File: src/rtl/axis_uart_duplex_if.sv
// Stream-side bundle of the AXIS/UART bridge: TX slave channel in, RX master channel out.
// The bridge uses the slave modport; the traffic source/sink uses the master modport.
interface axis_uart_duplex_if #(
  parameter int DATA_BITS = 8
);
  logic [DATA_BITS-1:0] s_axis_data;
  logic                 s_axis_valid;
  logic                 s_axis_ready;
  logic                 s_axis_last;
  logic [DATA_BITS-1:0] m_axis_data;
  logic                 m_axis_valid;
  logic                 m_axis_ready;

  modport slave (
    input  s_axis_data, s_axis_valid, s_axis_last, m_axis_ready,
    output s_axis_ready, m_axis_data, m_axis_valid
  );

  modport master (
    output s_axis_data, s_axis_valid, s_axis_last, m_axis_ready,
    input  s_axis_ready, m_axis_data, m_axis_valid
  );
endinterface

File: src/rtl/axis_uart_duplex.sv
// Full-duplex AXIS <-> UART bridge with TX/RX FIFOs, optional parity and line-error pulses.
// Define UART_LOOPBACK_EN to feed the RX deserializer from the internal TX line.
module axis_uart_duplex #(
  parameter int DATA_BITS = 8,
  parameter int CLK_FREQ  = 100000000,
  parameter int BAUD      = 115200,
  parameter int TX_DEPTH  = 4,
  parameter int RX_DEPTH  = 4,
  parameter int PARITY    = 0,
  parameter int STOP_BITS = 1
) (
  input  logic              clk,
  input  logic              rst,
  axis_uart_duplex_if.slave axis,
  input  logic              uart_rx,
  output logic              uart_tx,
  output logic              tx_busy,
  output logic              err_parity,
  output logic              err_frame,
  output logic              err_overrun
);
  localparam int DIV        = CLK_FREQ / BAUD;
  localparam int TAW        = $clog2(TX_DEPTH);
  localparam int RAW        = $clog2(RX_DEPTH);
  localparam int PBITS      = (PARITY != 0) ? 1 : 0;
  localparam int FRAME_CLKS = (1 + DATA_BITS + PBITS + STOP_BITS) * DIV;
  localparam int CW         = $clog2(FRAME_CLKS + 1);
  localparam logic [CW-1:0] BIT_END  = CW'(DIV - 1);
  localparam logic [CW-1:0] HALF_END = CW'(DIV / 2);
  localparam logic [CW-1:0] STOP_END = CW'(STOP_BITS * DIV - 1);
  localparam logic [CW-1:0] GAP_END  = CW'(FRAME_CLKS - 1);
  localparam logic [3:0]    LAST_BIT = 4'(DATA_BITS - 1);

  function automatic logic par_bit(input logic [DATA_BITS-1:0] d);
    return (PARITY == 2) ? ~(^d) : ^d;
  endfunction

  typedef enum logic [2:0] {T_IDLE, T_START, T_DATA, T_PAR, T_STOP, T_GAP} tx_state_t;
  typedef enum logic [2:0] {R_IDLE, R_START, R_DATA, R_PAR, R_STOP} rx_state_t;

  // TX FIFO: entries hold {last, data}
  logic [DATA_BITS:0]   tx_mem [TX_DEPTH];
  logic [TAW:0]         tx_wr_q, tx_rd_q;
  logic                 tx_empty, tx_full, tx_push, tx_pop, tx_shift, tx_next;
  logic [DATA_BITS:0]   tx_head;
  tx_state_t            tx_st_q, tx_st_d;
  logic [CW-1:0]        tx_cnt_q, tx_cnt_d;
  logic [3:0]           tx_bit_q, tx_bit_d;
  logic                 tx_line_q, tx_line_d;
  logic [DATA_BITS-1:0] tx_sh_q;
  logic                 tx_par_q, tx_last_q;

  assign tx_empty          = (tx_wr_q == tx_rd_q);
  assign tx_full           = (tx_wr_q[TAW] != tx_rd_q[TAW]) && (tx_wr_q[TAW-1:0] == tx_rd_q[TAW-1:0]);
  assign axis.s_axis_ready = ~tx_full;
  assign tx_push           = axis.s_axis_valid & ~tx_full;
  assign tx_head           = tx_mem[tx_rd_q[TAW-1:0]];
  assign uart_tx           = tx_line_q;
  assign tx_busy           = (tx_st_q != T_IDLE) | ~tx_empty;

  always_comb begin
    tx_st_d   = tx_st_q;
    tx_cnt_d  = tx_cnt_q + 1'b1;
    tx_bit_d  = tx_bit_q;
    tx_line_d = tx_line_q;
    tx_pop    = 1'b0;
    tx_shift  = 1'b0;
    tx_next   = 1'b0;
    unique case (tx_st_q)
      T_IDLE:  tx_next = 1'b1;
      T_START: if (tx_cnt_q == BIT_END) begin
        tx_st_d   = T_DATA;
        tx_cnt_d  = '0;
        tx_bit_d  = '0;
        tx_line_d = tx_sh_q[0];
      end
      T_DATA: if (tx_cnt_q == BIT_END) begin
        tx_cnt_d = '0;
        if (tx_bit_q == LAST_BIT) begin
          tx_st_d   = (PARITY != 0) ? T_PAR : T_STOP;
          tx_line_d = (PARITY != 0) ? tx_par_q : 1'b1;
        end else begin
          tx_bit_d  = tx_bit_q + 4'd1;
          tx_shift  = 1'b1;
          tx_line_d = tx_sh_q[1];
        end
      end
      T_PAR: if (tx_cnt_q == BIT_END) begin
        tx_st_d   = T_STOP;
        tx_cnt_d  = '0;
        tx_line_d = 1'b1;
      end
      T_STOP: if (tx_cnt_q == STOP_END) begin
        if (tx_last_q) begin
          tx_st_d  = T_GAP;
          tx_cnt_d = '0;
        end else begin
          tx_next = 1'b1;
        end
      end
      T_GAP:   if (tx_cnt_q == GAP_END) tx_next = 1'b1;
      default: tx_st_d = T_IDLE;
    endcase
    // Frame boundary: chain straight into the next start bit when a character is waiting
    if (tx_next) begin
      tx_cnt_d  = '0;
      tx_line_d = tx_empty;
      tx_pop    = ~tx_empty;
      tx_st_d   = tx_empty ? T_IDLE : T_START;
    end
  end

  always_ff @(posedge clk or negedge rst) begin
    if (!rst) begin
      tx_st_q   <= T_IDLE;
      tx_cnt_q  <= '0;
      tx_bit_q  <= '0;
      tx_line_q <= 1'b1;
      tx_wr_q   <= '0;
      tx_rd_q   <= '0;
    end else begin
      tx_st_q   <= tx_st_d;
      tx_cnt_q  <= tx_cnt_d;
      tx_bit_q  <= tx_bit_d;
      tx_line_q <= tx_line_d;
      if (tx_push) tx_wr_q <= tx_wr_q + 1'b1;
      if (tx_pop)  tx_rd_q <= tx_rd_q + 1'b1;
    end
  end

  always_ff @(posedge clk) begin
    if (tx_push) tx_mem[tx_wr_q[TAW-1:0]] <= {axis.s_axis_last, axis.s_axis_data};
    if (tx_pop) begin
      tx_sh_q   <= tx_head[DATA_BITS-1:0];
      tx_par_q  <= par_bit(tx_head[DATA_BITS-1:0]);
      tx_last_q <= tx_head[DATA_BITS];
    end else if (tx_shift) begin
      tx_sh_q <= tx_sh_q >> 1;
    end
  end

  logic rx_in;
`ifdef UART_LOOPBACK_EN
  assign rx_in = tx_line_q;
  wire unused_uart_rx = uart_rx;
`else
  assign rx_in = uart_rx;
`endif

  rx_state_t            rx_st_q, rx_st_d;
  logic [CW-1:0]        rx_cnt_q, rx_cnt_d;
  logic [3:0]           rx_bit_q, rx_bit_d;
  logic                 rx_s1_q, rx_s2_q, rx_s3_q;
  logic                 rx_perr_q, rx_perr_d, rx_push_q, rx_push_d, rx_shift;
  logic                 err_par_q, err_par_d, err_frm_q, err_frm_d, err_ovr_q, err_ovr_d;
  logic [DATA_BITS-1:0] rx_sh_q;

  always_comb begin
    rx_st_d   = rx_st_q;
    rx_cnt_d  = rx_cnt_q + 1'b1;
    rx_bit_d  = rx_bit_q;
    rx_perr_d = rx_perr_q;
    rx_shift  = 1'b0;
    rx_push_d = 1'b0;
    err_par_d = 1'b0;
    err_frm_d = 1'b0;
    unique case (rx_st_q)
      R_IDLE: begin
        rx_cnt_d = '0;
        if (rx_s3_q & ~rx_s2_q) begin
          rx_st_d   = R_START;
          rx_perr_d = 1'b0;
        end
      end
      R_START: if (rx_cnt_q == HALF_END) begin
        rx_cnt_d = '0;
        rx_bit_d = '0;
        rx_st_d  = rx_s2_q ? R_IDLE : R_DATA;
      end
      R_DATA: if (rx_cnt_q == BIT_END) begin
        rx_cnt_d = '0;
        rx_shift = 1'b1;
        if (rx_bit_q == LAST_BIT) rx_st_d = (PARITY != 0) ? R_PAR : R_STOP;
        else                      rx_bit_d = rx_bit_q + 4'd1;
      end
      R_PAR: if (rx_cnt_q == BIT_END) begin
        rx_cnt_d  = '0;
        rx_perr_d = rx_s2_q ^ par_bit(rx_sh_q);
        rx_st_d   = R_STOP;
      end
      // Only the first stop bit is checked; re-arm right after it
      R_STOP: if (rx_cnt_q == BIT_END) begin
        rx_st_d   = R_IDLE;
        err_frm_d = ~rx_s2_q;
        err_par_d = rx_perr_q;
        rx_push_d = rx_s2_q & ~rx_perr_q;
      end
      default: rx_st_d = R_IDLE;
    endcase
  end

  // RX FIFO, first-word fall-through
  logic [DATA_BITS-1:0] rx_mem [RX_DEPTH];
  logic [RAW:0]         rx_wr_q, rx_rd_q;
  logic                 rx_empty, rx_full, rx_pop, rx_acc;

  assign rx_empty          = (rx_wr_q == rx_rd_q);
  assign rx_full           = (rx_wr_q[RAW] != rx_rd_q[RAW]) && (rx_wr_q[RAW-1:0] == rx_rd_q[RAW-1:0]);
  assign axis.m_axis_valid = ~rx_empty;
  assign axis.m_axis_data  = rx_empty ? '0 : rx_mem[rx_rd_q[RAW-1:0]];
  assign rx_pop            = ~rx_empty & axis.m_axis_ready;
  assign rx_acc            = rx_push_q & (~rx_full | rx_pop);
  assign err_ovr_d         = rx_push_q & rx_full & ~rx_pop;
  assign err_parity        = err_par_q;
  assign err_frame         = err_frm_q;
  assign err_overrun       = err_ovr_q;

  always_ff @(posedge clk or negedge rst) begin
    if (!rst) begin
      rx_st_q   <= R_IDLE;
      rx_cnt_q  <= '0;
      rx_bit_q  <= '0;
      rx_s1_q   <= 1'b1;
      rx_s2_q   <= 1'b1;
      rx_s3_q   <= 1'b1;
      rx_perr_q <= 1'b0;
      rx_push_q <= 1'b0;
      err_par_q <= 1'b0;
      err_frm_q <= 1'b0;
      err_ovr_q <= 1'b0;
      rx_wr_q   <= '0;
      rx_rd_q   <= '0;
    end else begin
      rx_s1_q   <= rx_in;
      rx_s2_q   <= rx_s1_q;
      rx_s3_q   <= rx_s2_q;
      rx_st_q   <= rx_st_d;
      rx_cnt_q  <= rx_cnt_d;
      rx_bit_q  <= rx_bit_d;
      rx_perr_q <= rx_perr_d;
      rx_push_q <= rx_push_d;
      err_par_q <= err_par_d;
      err_frm_q <= err_frm_d;
      err_ovr_q <= err_ovr_d;
      if (rx_acc) rx_wr_q <= rx_wr_q + 1'b1;
      if (rx_pop) rx_rd_q <= rx_rd_q + 1'b1;
    end
  end

  always_ff @(posedge clk) begin
    if (rx_shift) rx_sh_q <= {rx_s2_q, rx_sh_q[DATA_BITS-1:1]};
    if (rx_acc)   rx_mem[rx_wr_q[RAW-1:0]] <= rx_sh_q;
  end
endmodule

File: src/flat_wrapper.sv
// flat-port wrapper written by rule: the top's interface ports become plain ports
module axis_uart_duplex_flat 
#(
  parameter int DATA_BITS = 8,
  parameter int CLK_FREQ  = 100000000,
  parameter int BAUD      = 115200,
  parameter int TX_DEPTH  = 4,
  parameter int RX_DEPTH  = 4,
  parameter int PARITY    = 0,
  parameter int STOP_BITS = 1
)
  (clk, rst, uart_rx, uart_tx, tx_busy, err_parity, err_frame, err_overrun, axis_s_axis_data, axis_s_axis_valid, axis_s_axis_last, axis_m_axis_ready, axis_s_axis_ready, axis_m_axis_data, axis_m_axis_valid);
  axis_uart_duplex_if #(.DATA_BITS(DATA_BITS)) axis_i ();
  input  logic clk;
  input  logic rst;
  input  logic uart_rx;
  output logic uart_tx;
  output logic tx_busy;
  output logic err_parity;
  output logic err_frame;
  output logic err_overrun;
  input wire logic [$bits(axis_i.s_axis_data)-1:0] axis_s_axis_data;
  input wire logic [$bits(axis_i.s_axis_valid)-1:0] axis_s_axis_valid;
  input wire logic [$bits(axis_i.s_axis_last)-1:0] axis_s_axis_last;
  input wire logic [$bits(axis_i.m_axis_ready)-1:0] axis_m_axis_ready;
  output wire logic [$bits(axis_i.s_axis_ready)-1:0] axis_s_axis_ready;
  output wire logic [$bits(axis_i.m_axis_data)-1:0] axis_m_axis_data;
  output wire logic [$bits(axis_i.m_axis_valid)-1:0] axis_m_axis_valid;
  assign axis_i.s_axis_data = axis_s_axis_data;
  assign axis_i.s_axis_valid = axis_s_axis_valid;
  assign axis_i.s_axis_last = axis_s_axis_last;
  assign axis_i.m_axis_ready = axis_m_axis_ready;
  assign axis_s_axis_ready = axis_i.s_axis_ready;
  assign axis_m_axis_data = axis_i.m_axis_data;
  assign axis_m_axis_valid = axis_i.m_axis_valid;
  axis_uart_duplex #(.DATA_BITS(DATA_BITS), .CLK_FREQ(CLK_FREQ), .BAUD(BAUD), .TX_DEPTH(TX_DEPTH), .RX_DEPTH(RX_DEPTH), .PARITY(PARITY), .STOP_BITS(STOP_BITS)) u_core (.clk(clk), .rst(rst), .axis(axis_i), .uart_rx(uart_rx), .uart_tx(uart_tx), .tx_busy(tx_busy), .err_parity(err_parity), .err_frame(err_frame), .err_overrun(err_overrun));
endmodule
File: config.mk
export PLATFORM = sky130hd
export DESIGN_NAME = axis_uart_duplex_flat
export DESIGN_NICKNAME = d
export VERILOG_FILES = /design/src/rtl/axis_uart_duplex_if.sv /design/src/rtl/axis_uart_duplex.sv /design/src/flat_wrapper.sv
export SDC_FILE = /design/constraint.sdc
export NUM_CORES = 1
export LEC_CHECK = 0
export CAP_MARGIN = 20
export CORE_MARGIN = 2
export CORE_UTILIZATION = 50
export CTS_CLUSTER_DIAMETER = 100
export DETAILED_ROUTE_END_ITERATION = 8
export GPL_ROUTABILITY_DRIVEN = 0
export PLACE_DENSITY = 0.68
export SLEW_MARGIN = 40
export SYNTH_ARGS = -nofsm -noshare
export SYNTH_HDL_FRONTEND = slang
export SYNTH_SLANG_ARGS = --single-unit
File: constraint.sdc
create_clock -name clk -period 5.2 [get_ports clk]
set_input_delay 1.04 -clock clk [delete_from_list [all_inputs] [get_ports clk]]
set_output_delay 1.04 -clock clk [all_outputs]
set_load 0.05 [all_outputs]
# Word-level counts from Yosys, hierarchy flattened
# Memory sizes are Yosys's and may differ from the RTL's.
# Index checks and enable logic that the tools add are counted.
[op_classes] shift=0 order_cmp=0 n_addsub=8 n_mux=65 n_mul=0 bitwise_logic=17 n_reduce_logical=20 n_eq_ne=38 div_mod_pow=0
[ops] operator="$mux W14" count=6
[ops] operator="$pmux W14 S3" count=1
[ops] operator="$mux W3" count=13
[ops] operator="$pmux W3 S5" count=2
[ops] operator="$add A14 B1 Y14 const B" count=2
[ops] operator="$eq A14 B10 Y1 const B" count=2
[ops] operator="$pmux W14 S2" count=1
[ops] operator="$mux W1" count=27
[ops] operator="$mux W4" count=6
[ops] operator="$mux W8" count=3
[ops] operator="$ne A2 B1 Y1 const B" count=9
[ops] operator="$ne A3 B1 Y1 const B" count=6
[ops] operator="$pmux W4 S2" count=2
[ops] operator="$eq A14 B14 Y1 const B" count=1
[ops] operator="$eq A14 B9 Y1 const B" count=1
[ops] operator="$add A3 B1 Y3 const B" count=4
[ops] operator="$eq A3 B2 Y1 const B" count=4
[ops] operator="$reduce_and A4 Y1" count=3
[ops] operator="$eq A3 B3 Y1 const B" count=3
[ops] operator="$add A4 B1 Y4 const B" count=2
[ops] operator="$eq A4 B3 Y1 const B" count=2
[ops] operator="$reduce_bool A2 Y1" count=4
[ops] operator="$reduce_xor A8 Y1" count=1
[ops] operator="$and A1 B1 Y1" count=7
[ops] operator="20 further kinds" count=36
[word_totals] ramBits=68 rom_bits=0 output_inout_bits=15 regBits=80 word_cells=172 latch_bits=0 in_bits=14 memories=2
[mem_list] memory="u_core.tx_mem" words=4 width=9 read_ports=1 rd_ports_with_merged_regs=0 write_ports=1 line="axis_uart_duplex.sv:42" text="logic [DATA_BITS:0] tx_mem [TX_DEPTH];"
[mem_list] memory="u_core.rx_mem" words=4 width=8 read_ports=1 rd_ports_with_merged_regs=0 write_ports=1 line="axis_uart_duplex.sv:203" text="logic [DATA_BITS-1:0] rx_mem [RX_DEPTH];"

# Depth between registers and ports, before layout
# Gate-level depths: netlist of the first run.
[logic_depth] word_depth=7 depth_mapped=8 depth_no_buf=7

# Least setup slack after synthesis of the first run
# OpenSTA, ideal clock, no wires.
[synth_path] kind="reg-to-output" from="register u_core.rx_rd_q[1]" to="output port axis_m_axis_data[0]" required_ps=4160 path_stages_with_launch=7 slack_ps=2078 arrival_ps=2082 path_cell_list="dfrtp_1 > clkbuf_1 > xor2_1 > nor2_1 > nand2_1 > clkbuf_1 > and2_1"
[synth_via] elab_chain_len=2 elab_cells_between_ends=3 cone_classes="1 x eq/ne; 1 x mux; 1 x memory"
[synth_lines] item="start: declaration" line="axis_uart_duplex.sv:204" text="logic [RAW:0] rx_wr_q, rx_rd_q;"
[synth_lines] item="start signal: assignment" line="axis_uart_duplex.sv:246" text="if (rx_pop) rx_rd_q <= rx_rd_q + 1'b1;"
[synth_lines] item="$mem_v2 Z4 W8 or $eq A3 B3 Y1 (tied branches)"
[synth_lines] item="$mux W8 *" line="axis_uart_duplex.sv:210" text="assign axis.m_axis_data = rx_empty ? '0 : rx_mem[rx_rd_q[RAW-1:0]];"
[synth_lines] item="end: declaration" line="flat_wrapper.sv:27" text="output wire logic [$bits(axis_i.m_axis_data)-1:0] axis_m_axis_data;"
# Mark *: on every way between the ends. The rest lies on a longest branch, timed or not.

# Worst setup path after layout of the first run
[layout_path] from="register u_core.rx_rd_q[0]" to="output port axis_m_axis_data[5]"
# Same word-level chain as after synthesis.

==> results of run 1 <==
worst max-delay path by stage:
| stage | end | slack (ps) | depth (start not counted) |
|---|---|---|---|
| after global routing | axis_m_axis_data[5] | 1230 | 5 |
| after floorplan | axis_m_axis_data[0] | 2080 | 6 |
| after CTS | axis_m_axis_data[5] | 1350 | 5 |
| after global placement | axis_m_axis_data[4] | 1910 | 5 |
| after detailed placement | axis_m_axis_data[5] | 1820 | 5 |
| final | axis_m_axis_data[5] | 1420 | 5 |
worst max-delay path, delay by kind of cell, from the launching register on:
kind                      cells  cell delay (ps)
and+or+nand+nor               3              510
xor gates and xnor gates      1              250
DFF                           1              740
buffers and inverters         1              830
cells by family after synthesis:
logic type      count (synthesis)
mux                            31
compound gates                 35
buf+inv                        36
simple gates                  169
fa+ha+maj                      15
flops                         148
xor+xnor                       45
Yosys cell counts, types with 9 or more instances:
master / n / area, µm²
sky130_fd_sc_hd__inv_1: 21 / 78.83
sky130_fd_sc_hd__nor2_1: 53 / 198.9
sky130_fd_sc_hd__o21ai_0: 13 / 65.06
sky130_fd_sc_hd__edfxtp_1: 85 / 2552
sky130_fd_sc_hd__nand2_1: 24 / 90.09
sky130_fd_sc_hd__ha_1: 15 / 187.7
sky130_fd_sc_hd__dfrtp_1: 59 / 1476
sky130_fd_sc_hd__and2_1: 13 / 81.33
sky130_fd_sc_hd__nand3_1: 15 / 75.07
sky130_fd_sc_hd__xor2_1: 19 / 166.4
sky130_fd_sc_hd__xnor2_1: 25 / 219.0
sky130_fd_sc_hd__and3_1: 9 / 56.30
sky130_fd_sc_hd__mux4_2: 17 / 382.9
state kept, by name (all words and copies together) (netlist names), 4 cells and up:
signal / cells
u_core.tx_mem: 36
u_core.rx_mem: 32
u_core.rx_cnt_q: 14
u_core.tx_cnt_q: 14
u_core.rx_sh_q: 8
u_core.tx_sh_q: 8
u_core.rx_bit_q: 4
u_core.tx_bit_q: 4
layer usage:
layer | vias to the layer above | wire, µm | track usage | share of wire
li1 | 1810 | - | - | -
met1 | 1882 | 4996 | 0.2170 | 0.46
met2 | 73 | 5451 | 0.2708 | 0.50
met3 | 8 | 420 | 0.04885 | 0.038
met4 | 0 | 89 | 0.07217 | 0.0081
met5 | - | 0 | 0 | 0
stage by stage:
| stage | power (mW) | util | instances | worst slack, ps |
|---|---|---|---|---|
| after CTS | 2.877 | 0.5949 | 698 | 1353 |
| final | 2.847 | 0.5954 | 698 | 1417 |
| after global routing | 2.970 | 0.5954 | 698 | 1229 |
| after floorplan | 1.610 | - | 479 | 2078 |
| after detailed placement | 1.702 | 0.5501 | 666 | 1820 |
| after global placement | 1.677 | 0.5492 | 665 | 1910 |
cell type report:
cell class	instances	area, µm²
well taps	172	215.2
repair buffers	30	291.5
flip-flops and latches	148	4134
clock inverters	15	146.4
multi-input cells	295	2313
inverters	21	78.83
fillers	988	5169
clock buffers	17	425.4
where the power goes:
part	internal, mW	switching, mW
sequential	1.33	0.0535
combinational	0.117	0.175
clock	0.670	0.502
==> results.toml, run 1 <==
[layout]
area_growth_pct = 15.11
fraction_of_final_layout_cells_with_drive_strength_greater_than_1 = 0.1521
finalInstanceArea_mm2 = 0.007605
most-common-layout-cells = "sky130_fd_sc_hd__edfxtp_1 (85), sky130_fd_sc_hd__dfrtp_1 (59), sky130_fd_sc_hd__nor2_1 (51)"
final_nets = 542
diodes = 0
layout_commonest_cell = "sky130_fd_sc_hd__edfxtp_1"

[critical_path]
cp.arrival_ps = 2740
critPathLaunchType = "flip-flop"
critical-path-max-stage-delay_ps = 830
timing.critical_path.required_ps = 4160
crit_path_end_kind = "output pin"
worstPathCellList = "xor2_1 > nor2_1 > nand2_1 > and2_1 > clkdlybuf4s50_1"
reg2reg_slack_ps = 2460
critPathKind = "reg2out"
worstPathMaxFanout = 11
startpoint = "u_core.rx_rd_q[0]"
rr_endpoint = "u_core.tx_sh_q[1]"
reg2reg_depth = 6
r2r_start = "u_core.tx_cnt_q[0]"
worst_path_max_delay_cell = "sky130_fd_sc_hd__clkdlybuf4s50_1"

[routing]
post_detailed_route_count_of_antenna_violating_nets = 0
detail_route.vias_per_cell = 5.405
vias = 3773
detail_route.iter0.violations = 353
drc_errors = 0
dr.pass1.iters = 4
totalWireLength_um = 10960
routed_wire_length_per_instance_um = 15.70

[die]
dieArea_mm2 = 0.01415
io_pins = 29
initial_cell_density_of_the_core = 0.5172
core_region_area_mm2 = 0.01277
die_height_um = 118.9
num_rows = 41
die_w_um = 118.9

[hold_path]
min_delay_path_depth = 0
min-delay-path-class = "reg2reg"
timing.hold.worst_endpoint = "u_core.rx_s2_q"
start_point_of_the_worst_hold_path = "u_core.rx_s1_q"

[clocking]
cts_buf_count = 17
cts_clk_pin_slew_worst_paths_ps = 60
cts_tree = "built"
clock_sinks = 148
postCtsResizedCells = 0
cts_buffer_depth = 2
clock_latency_on_the_worst_skew_pair_ps = 420
clk_root_buffer_cell = "sky130_fd_sc_hd__clkbuf_16"
total_setup_buffers_inserted_after_cts = 0
cts.htree.levels = 4
post_cts_hold_buffer_count = 0

[timing]
timing_worst_slew_pin_value_ps = 767.8
finalMaxSlewViolations = 0
fin_hold_viols = 0
finalHoldWorstSlack_ps = 360.2
timing.slew.headroom = 0.4862
final-setup-viol-count = 0
final_skew_ps = 6.498
fin_crit_ps = 3783
unrepaired_setup_endpoints_after_global_routing = "false"
achievable-frequency_mhz = 264.3
post-route-period-util = 0.7275
final.setup.tns_ps = 0

[logic_synthesis]
post_synthesis_area_per_instance_um2 = 13.79
ys_dominant_reg_cell = "sky130_fd_sc_hd__edfxtp_1"
distinct_cell_type_count_of_the_synthesized_netlist = 58
sequential_area_share_after_synthesis = 0.6258
synth_compound_area_frac = 0.03674
synth_edf_count = 85
synth.cell_area_mm2 = 0.006606
postSynthRegisterBits = 148
adder_cell_share_of_the_synthesized_area = 0.02841
synth-warning-count = 0
postSynthCellCount = 479
synth_fp_nets = 508
simple_gate_fraction_of_synth_area = 0.1375
async_reset_ff_frac = 0.4257
muxShareOfSynthArea = 0.08447
synth_top_family_by_area = "simple AND/OR/NAND/NOR gates"
synth-xor-area-share = 0.06174

[placement]
hpwlAfterDp_um = 7193
placement.io_buffers = 28
instance_area_after_placement_mm2 = 0.007027

[pwr]
powerDensity_mw_per_mm2 = 374.4
irDropWorstVdd_mv = 0.2559
power.static_leakage_nw = 2.927

[grt]
grt_pass1_vias = 3841
antenna_found_initial = 0
grt_overflow_total = 0
grt_pass1_wl_um = 18690
total_routing_usage_reported_by_global_routing = 0.1695
grt_max_degree = 64

[job]
drv_cap = 0

[status]
outcome = "finished, final reports clean"
(Power assumes the default switching activity.)
==> run 2, diff against run 1 <==
==> constraint.sdc (replaced) <==
create_clock -name clk -period 3.6 [get_ports clk]
set_input_delay 0.72 -clock clk [delete_from_list [all_inputs] [get_ports clk]]
set_output_delay 0.72 -clock clk [all_outputs]
set_load 0.05 [all_outputs]
==> run 2 against run 1 <==
First-iteration DRC count down 44%. Worst hold slack got worse by 73 ps. Global-route usage shrank 0.20 points. Largest power group unchanged.
==> results.toml, run 2 (synthesized netlist as in run 1, its figures left out) <==
[die]
dieArea_mm2 = 0.01415
initial_cell_density_of_the_core = 0.5172
io_pins = 29
core_region_area_mm2 = 0.01277
num_rows = 41
die_w_um = 118.9
die_height_um = 118.9

[job]
drv_cap = 0

[clocking]
clk_root_buffer_cell = "sky130_fd_sc_hd__clkbuf_16"
clock_sinks = 148
cts.htree.levels = 4
cts_buffer_depth = 2
post_cts_hold_buffer_count = 0
total_setup_buffers_inserted_after_cts = 0
cts_tree = "built"
postCtsResizedCells = 0
cts_clk_pin_slew_worst_paths_ps = 60
cts_buf_count = 17
clock_latency_on_the_worst_skew_pair_ps = 410

[critical_path]
rr_endpoint = "u_core.tx_sh_q[2]"
cp.arrival_ps = 2550
crit_path_end_kind = "output pin"
worstPathCellList = "buf_4 > mux4_2 > and2_1 > clkdlybuf4s50_1"
reg2reg_depth = 6
r2r_start = "u_core.tx_cnt_q[0]"
reg2reg_slack_ps = 910
critical-path-max-stage-delay_ps = 700
timing.critical_path.required_ps = 2880
worst_path_max_delay_cell = "sky130_fd_sc_hd__clkdlybuf4s50_1"
critPathLaunchType = "flip-flop"
worstPathMaxFanout = 7
critPathKind = "reg2out"

[pwr]
power.share.switching = 0.2418
powerDensity_mw_per_mm2 = 537.9
irDropWorstVdd_mv = 0.5332
cellInternalPower_mw = 3.111
power.share.combinational = 0.103
power.static_leakage_nw = 2.937
seqPwrFrac = 0.487
pwr-share-clk = 0.410
net-switching-power_mw = 0.9920

[layout]
layout.filler_cells = 989
diodes = 0
largest_register_ff_count = 36
area_growth_pct = 15.45
most-common-layout-cells = "sky130_fd_sc_hd__edfxtp_1 (85), sky130_fd_sc_hd__dfrtp_1 (59), sky130_fd_sc_hd__nor2_1 (50)"
final-seq-area_mm2 = 0.004134
fraction_of_final_layout_cells_with_drive_strength_greater_than_1 = 0.1531
instances_no_fill = 701
layout_commonest_cell = "sky130_fd_sc_hd__edfxtp_1"
multi_input_comb_area_mm2 = 0.002312
layout.core_utilization = 0.5971
final_nets = 546

[status]
outcome = "finished, final reports clean"

[grt]
grt_overflow_total = 0
antenna_found_initial = 0
grt_max_degree = 43
grt_pass1_vias = 3843
total_routing_usage_reported_by_global_routing = 0.1675
grt_pass1_wl_um = 18650

[placement]
dpl_worst_slack_ps = 727.8
cell_count_post_placement = 670
hpwlAfterDp_um = 7318
placement.io_buffers = 28

[routing]
post_detailed_route_count_of_antenna_violating_nets = 0
totalWireLength_um = 10780
routed_wire_length_per_instance_um = 15.38
dr.pass1.iters = 4
detail_route.vias_per_cell = 5.251
detail_route.iter0.violations = 199
drc_errors = 0
vias = 3681

[timing]
fin_crit_ps = 3273
finalHoldWorstSlack_ps = 286.9
final.setup.tns_ps = 0
timing.slew.headroom = 0.5481
final_skew_ps = 6.616
final_critical_path_setup_slack_ps = 327.1
timing_worst_slew_pin_value_ps = 675.4
achievable-frequency_mhz = 305.5
finalMaxSlewViolations = 0
final-setup-viol-count = 0
unrepaired_setup_endpoints_after_global_routing = "false"
fin_hold_viols = 0
post-route-period-util = 0.9091

[hold_path]
min-delay-path-class = "in2async"
==> run 2: worst max-delay path by stage <==
stage | start | to | slack, ps | cells after the start
after floorplan | u_core.rx_rd_q[1] | axis_m_axis_data[0] | 800 | 6
after global placement | u_core.rx_rd_q[0] | axis_m_axis_data[5] | 750 | 4
after detailed placement | u_core.rx_rd_q[1] | axis_m_axis_data[4] | 730 | 5
after CTS | u_core.rx_rd_q[1] | axis_m_axis_data[5] | 290 | 5
after global routing | u_core.rx_rd_q[1] | axis_m_axis_data[5] | 140 | 5
final | u_core.rx_rd_q[0] | axis_m_axis_data[4] | 330 | 4
==> run 2: power by group through the flow <==
stage	registers [mW]	clock network (mW)	logic [mW]
after floorplan	1.99	0	0.335
after CTS	2.00	1.72	0.433
after global placement	2.02	0	0.401
final	2.00	1.68	0.424
after global routing	2.01	1.80	0.480
after detailed placement	2.03	0	0.428
==> run 2: layout make-up <==
type | instances | area share
inverters | 21 | 0.01033
flip-flops and latches | 148 | 0.5420
well taps | 172 | 0.02822
clock inverters | 13 | 0.01772
repair buffers | 34 | 0.04232
multi-input cells | 295 | 0.3031
clock buffers | 18 | 0.05627
==> run 2: worst max-delay path: cells and delay by family, from the launching register on <==
family        cells  cell delay [ps]
mux               1              490
flops             1              540
buf+inv           2              940
simple gates      1              160
==> run 2: routing by layer <==
metal,GRT usage,wire [µm],vias to the layer above
li1,-,-,1813
met5,0,0,-
met1,0.2224,5154,1809
met3,0.05077,324,7
met2,0.2698,5229,52
met4,0.04464,75,0
==> run 2: stage by stage <==
step / power, mW / area (µm²)
final: 4.103 / 7627
after global routing: 4.288 / 7627
after CTS: 4.150 / 7620
after detailed placement: 2.459 / 7056
after global placement: 2.423 / 7046
after floorplan: 2.326 / 6606
